## src/rtl/sr_latch_driver.sv

```systemverilog
`default_nettype none
// ============================================================================
//  Module   : sr_latch_driver
//  Purpose  : Valid/ready sequencer that issues one width-controlled set or
//             reset pulse to an SR latch, settles, then checks the readback.
//  Revision : 1.0  initial release
// ============================================================================
module sr_latch_driver #(
    parameter int PULSE_W  = 4,
    parameter int SETTLE_W = 2
) (
    input  logic       i_clk,
    input  logic       i_rst,
    input  logic       i_valid,
    input  logic       i_cmd,
    output logic       o_ready,
    output logic       o_s,
    output logic       o_r,
    input  logic       i_q,
    input  logic       i_qn,
    output logic       o_done,
    output logic       o_err,
    output logic [7:0] o_err_cnt
);

    localparam logic [7:0] c_pulse_load  = 8'(PULSE_W - 1);
    localparam logic [7:0] c_settle_load = 8'(SETTLE_W - 1);
    localparam logic [7:0] c_cnt_max     = 8'hFF;

    typedef enum logic [1:0] {
        ST_IDLE   = 2'd0,
        ST_PULSE  = 2'd1,
        ST_SETTLE = 2'd2
    } state_t;

    state_t     r_state;
    state_t     w_state_nxt;
    logic [7:0] r_cnt;
    logic [7:0] w_cnt_nxt;
    logic       r_cmd;
    logic       w_cmd_nxt;
    logic       r_s;
    logic       r_r;
    logic       w_s_nxt;
    logic       w_r_nxt;
    logic       r_done;
    logic       r_err;
    logic [7:0] r_err_cnt;
    logic       w_finish;
    logic       w_readback_ok;

    assign w_finish      = (r_state == ST_SETTLE) && (r_cnt == 8'd0);
    assign w_readback_ok = (i_q == r_cmd) && (i_qn == ~r_cmd);

    always_comb begin
        w_state_nxt = r_state;
        w_cnt_nxt   = r_cnt;
        w_cmd_nxt   = r_cmd;
        case (r_state)
            ST_IDLE: begin
                if (i_valid) begin
                    w_cmd_nxt   = i_cmd;
                    w_cnt_nxt   = c_pulse_load;
                    w_state_nxt = ST_PULSE;
                end
            end
            ST_PULSE: begin
                if (r_cnt == 8'd0) begin
                    w_cnt_nxt   = c_settle_load;
                    w_state_nxt = ST_SETTLE;
                end else begin
                    w_cnt_nxt = r_cnt - 8'd1;
                end
            end
            ST_SETTLE: begin
                if (r_cnt == 8'd0) begin
                    w_state_nxt = ST_IDLE;
                end else begin
                    w_cnt_nxt = r_cnt - 8'd1;
                end
            end
            default: begin
                w_state_nxt = ST_IDLE;
                w_cnt_nxt   = 8'd0;
            end
        endcase
    end

    // Latch drives are decoded from the next state so they are registered yet
    // rise on the accept edge; only one of them can ever be high.
    assign w_s_nxt = (w_state_nxt == ST_PULSE) &&  w_cmd_nxt;
    assign w_r_nxt = (w_state_nxt == ST_PULSE) && !w_cmd_nxt;

    always_ff @(posedge i_clk or posedge i_rst) begin
        if (i_rst) begin
            r_state <= ST_IDLE;
            r_cnt   <= 8'd0;
            r_cmd   <= 1'b0;
            r_s     <= 1'b0;
            r_r     <= 1'b0;
        end else begin
            r_state <= w_state_nxt;
            r_cnt   <= w_cnt_nxt;
            r_cmd   <= w_cmd_nxt;
            r_s     <= w_s_nxt;
            r_r     <= w_r_nxt;
        end
    end

    // Unknown readback falls into the else branch and is reported as an error.
    always_ff @(posedge i_clk or posedge i_rst) begin
        if (i_rst) begin
            r_done    <= 1'b0;
            r_err     <= 1'b0;
            r_err_cnt <= 8'd0;
        end else begin
            r_done <= 1'b0;
            r_err  <= 1'b0;
            if (w_finish) begin
                r_done <= 1'b1;
                if (w_readback_ok) begin
                    r_err <= 1'b0;
                end else begin
                    r_err <= 1'b1;
                    if (r_err_cnt != c_cnt_max) begin
                        r_err_cnt <= r_err_cnt + 8'd1;
                    end
                end
            end
        end
    end

    assign o_ready   = (r_state == ST_IDLE);
    assign o_s       = r_s;
    assign o_r       = r_r;
    assign o_done    = r_done;
    assign o_err     = r_err;
    assign o_err_cnt = r_err_cnt;

endmodule
`default_nettype wire
```

## config.mk

```make
export PLATFORM = sky130hd
export DESIGN_NAME = sr_latch_driver
export DESIGN_NICKNAME = d
export VERILOG_FILES = /design/src/rtl/sr_latch_driver.sv
export SDC_FILE = /design/constraint.sdc
export NUM_CORES = 1
export LEC_CHECK = 0
export CAP_MARGIN = 20
export CORE_MARGIN = 2
export CORE_UTILIZATION = 40
export CTS_CLUSTER_DIAMETER = 30
export CTS_CLUSTER_SIZE = 28
export DETAILED_ROUTE_END_ITERATION = 10
export PLACE_DENSITY = 0.6
export SETUP_SLACK_MARGIN = 0.3
export SLEW_MARGIN = 20
export SYNTH_ARGS = -nofsm -noshare
export SYNTH_HDL_FRONTEND = slang
export SYNTH_SLANG_ARGS = --single-unit
```

## constraint.sdc

```tcl
create_clock -name i_clk -period 2.28 [get_ports i_clk]
set_input_delay 0.57 -clock i_clk [delete_from_list [all_inputs] [get_ports i_clk]]
set_output_delay 0.57 -clock i_clk [all_outputs]
set_load 0.01 [all_outputs]
```

==> insert_results.sql <==
INSERT INTO impl_metrics (metric_group, metric, value, unit) VALUES
('drt', 'routed-via-count', '1123', ''),
('power', 'internal-power', '0.00107', 'W'),
('sta', 'worst_relative_slew_slack', '0.647', ''),
('sta', 'finalMaxSlewViolations', '0', ''),
('sta', 'worst_clock_skew', '0.00740', 'ns'),
('die', 'coreArea', '0.00328', 'mm²'),
('synth', 'yosys_warnings', '0', ''),
('setup_path', 'crit_fanout', '6', ''),
('clock_network', 'htree_depth', '1', ''),
('drt', 'antenna_violating_nets_remaining', '0', ''),
('setup_path', 'crit_type', 'reg -> out', ''),
('run_status', 'result_of_the_run', 'finished clean', ''),
('place', 'dpl_worst_slack', '0.162', 'ns'),
('drt', 'drcViolationCount', '0', ''),
('die', 'die_height', '61.9', 'µm'),
('clock_network', 'numCtsBuffers', '3', ''),
('layout', 'nets', '172', ''),
('run', 'max_cap_viol_count', '0', ''),
('synth', 'synth_enable_flop_cells', '0', ''),
('die', 'boundaryPins', '19', ''),
('synth', 'yosys.area.top_type', 'sky130_fd_sc_hd__dfrtp_1', ''),
('sta', 'fin_crit_sh', '0.840', ''),
('setup_path', 'cp_slowest_cell', 'sky130_fd_sc_hd__clkdlybuf4s50_1', ''),
('sta', 'period_needed', '1.91', 'ns'),
('drt', 'drt_first_iter_violations', '66', ''),
('layout', 'antenna-diode-count', '0', ''),
('sta', 'final-hold-violation-count', '0', ''),
('layout', 'fillerInstances', '298', ''),
('place', 'port_buffers', '18', ''),
('clock_network', 'cts-root-to-sink-buffers', '2', ''),
('clock_network', 'cts-hold-fix-buffers', '0', ''),
('die', 'rows', '21', ''),
('clock_network', 'clk-insertion-delay-late', '0.31', 'ns'),
('synth', 'synth.net_count', '136', ''),
('power', 'switchingPower', '0.000789', 'W'),
('clock_network', 'worst_setup_hold_path_clk_slew', '0.13', 'ns'),
('die', 'design.die.area', '0.00383', 'mm²'),
('layout', 'areaGrowthSynthToFinish', '34.3', '%'),
('sta', 'max_clock_freq', '522', 'MHz'),
('sta', 'setup_slack_of_the_critical_path_after_layout', '0.366', 'ns'),
('synth', 'ys_ff_latch', '23', ''),
('min_path', 'min-delay-path-class', 'reg -> reg', ''),
('global_routing', 'antenna_found_initial', '0', ''),
('sta', 'grt_setup_unrepaired', 'yes', ''),
('power', 'p_seq_frac', '0.353', ''),
('sta', 'worst_hold_slack', '0.501', 'ns'),
('power', 'vdd_ir_drop_max', '0.000592', 'V'),
('power', 'overall_power', '0.00186', 'W'),
('setup_path', 'worstPathBufferInverterCount', '1', ''),
('clock_network', 'cts_num_sinks', '23', ''),
('place', 'gp_congestion', '0.857', ''),
('clock_network', 'tritoncts_clock_tree', 'yes', ''),
('power', 'share_comb_of_total_power', '0.543', ''),
('setup_path', 'timing.critical_path.cells', 'clkdlybuf4s50_1', ''),
('layout', 'final_core_utilization', '0.548', ''),
('synth', 'synth.yosys.seq_area_share', '0.430', ''),
('synth', 'post_synth_instance_area', '0.00134', 'mm²'),
('synth', 'avgSynthCellArea', '10.6', 'µm²'),
('die', 'die_x', '61.9', 'µm'),
('synth', 'dominantRegCellSynth', 'sky130_fd_sc_hd__dfrtp_1', ''),
('global_routing', 'grt_overflow', '0', ''),
('sta', 'setup_viol_count_final', '0', ''),
('global_routing', 'grt_pass1_wl', '5270', 'µm'),
('setup_path', 'worst-endpoint-arrival', '1.34', 'ns'),
('synth', 'synth_cell_type_count', '47', ''),
('clock_network', 'clock-root-buffer', 'sky130_fd_sc_hd__clkbuf_4', ''),
('drt', 'detail_route.first_pass.iterations', '4', ''),
('die', 'start_util', '0.408', ''),
('power', 'power_frac_clock', '0.104', ''),
('setup_path', 'kind_of_capture_point_of_the_worst_setup_path', 'primary output', ''),
('setup_path', 'critPathRequiredTime', '1.71', 'ns');
-- logic make-up (layout without fill, tap and decap cells) --
group | Yosys count | count (layout) | share of synthesized area
and+or+nand+nor | 43 | 43 | 0.249
xor gates and xnor gates | 9 | 9 | 0.0588
muxes | 5 | 5 | 0.0383
adders and majority gates | 3 | 3 | 0.0280
AOI/OAI and AO/OA | 30 | 30 | 0.155
DFF | 23 | 23 | 0.430
buffers and inverters | 14 | 49 | 0.0411
-- final cells by class --
cell class	instances	area (µm²)	area share
multi-input cells	90	774	0.430
flip-flops and latches	23	581	0.323
repair buffers	35	319	0.177
well taps	46	57.6	0.0320
inverters	10	40.0	0.0223
clock buffers	3	22.5	0.0125
clock inverters	1	5.00	0.00278
-- worst paths after layout --
kind	startpoint	end	slack [ns]	depth (start not counted)
setup / recovery	o_err_cnt[1]$_DFFE_PP0P_	o_err_cnt[1]	0.37	1
hold / removal	o_err_cnt[7]$_DFFE_PP0P_	o_err_cnt[7]$_DFFE_PP0P_	0.50	1
setup reg to reg	r_cnt[0]$_DFFE_PP0P_	r_cnt[0]$_DFFE_PP0P_	0.39	6
hold reg to reg	o_err_cnt[7]$_DFFE_PP0P_	o_err_cnt[7]$_DFFE_PP0P_	0.50	1
max in group asynchronous	i_rst	o_err_cnt[0]$_DFFE_PP0P_	1.45	3
min in group asynchronous	i_rst	r_cnt[7]$_DFFE_PP0P_	0.57	3
-- state kept, by name, summed over array words and instances, names as in the netlist --
register and count:
r_state 2, o_s 1, o_done 1, r_cnt 8, o_r 1, r_cmd 1
o_err 1, o_err_cnt 8
-- routing by layer --
| layer | part of all wire | GRT usage | vias to the layer above |
|---|---|---|---|
| met4 | 0.0068 | 0.0304 | 0 |
| met1 | 0.45 | 0.265 | 547 |
| met3 | 0.047 | 0.0435 | 2 |
| met2 | 0.50 | 0.305 | 31 |
| li1 | - | - | 543 |
| met5 | 0 | 0 | - |
-- power groups by stage --
stage	Combinational (W)	Clock (W)	Sequential [W]
2_1_floorplan	0.000596	0	0.000639
3_3_place_gp	0.000819	0	0.000669
3_5_place_dp	0.000838	0	0.000671
4_1_cts	0.000891	0.000200	0.000654
5_1_grt	0.00112	0.000214	0.000671
6_report	0.00101	0.000193	0.000656
-- placed cells by master (no fill, tap or decap), drive strengths merged, types with 2 or more instances in the layout --
cell / Yosys / layout
dfrtp: 23 / 23
clkdlybuf4s50: 0 / 17
buf: 2 / 17
inv: 10 / 10
xor2: 7 / 7
nor4: 6 / 6
a21oi: 5 / 5
nand3: 5 / 5
nand2: 5 / 5
o21ai: 5 / 5
nor2: 5 / 5
mux2i: 4 / 4
o211ai: 4 / 4
nor3: 4 / 4
or3: 3 / 3
nor2b: 3 / 3
ha: 3 / 3
clkbuf: 2 / 3
xnor2: 2 / 2
a31oi: 2 / 2
nor4b: 2 / 2
o31ai: 2 / 2
nand2b: 2 / 2
a211oi: 2 / 2
a21o: 2 / 2
and4: 2 / 2
nand4: 2 / 2
-- through the flow --
step / area (µm²) / instances
5_1_grt: 1800 / 208
3_3_place_gp: 1610 / 193
4_1_cts: 1710 / 203
6_report: 1800 / 208
3_5_place_dp: 1610 / 193
2_1_floorplan: 1350 / 127
-- timing repair --
action	in CTS	in global routing
setup endpoints to repair	4	18
setup buffers	6	5
resized for setup	5	12
pin swaps	1	5
Note: power is estimated with default switching activity, not from simulation.
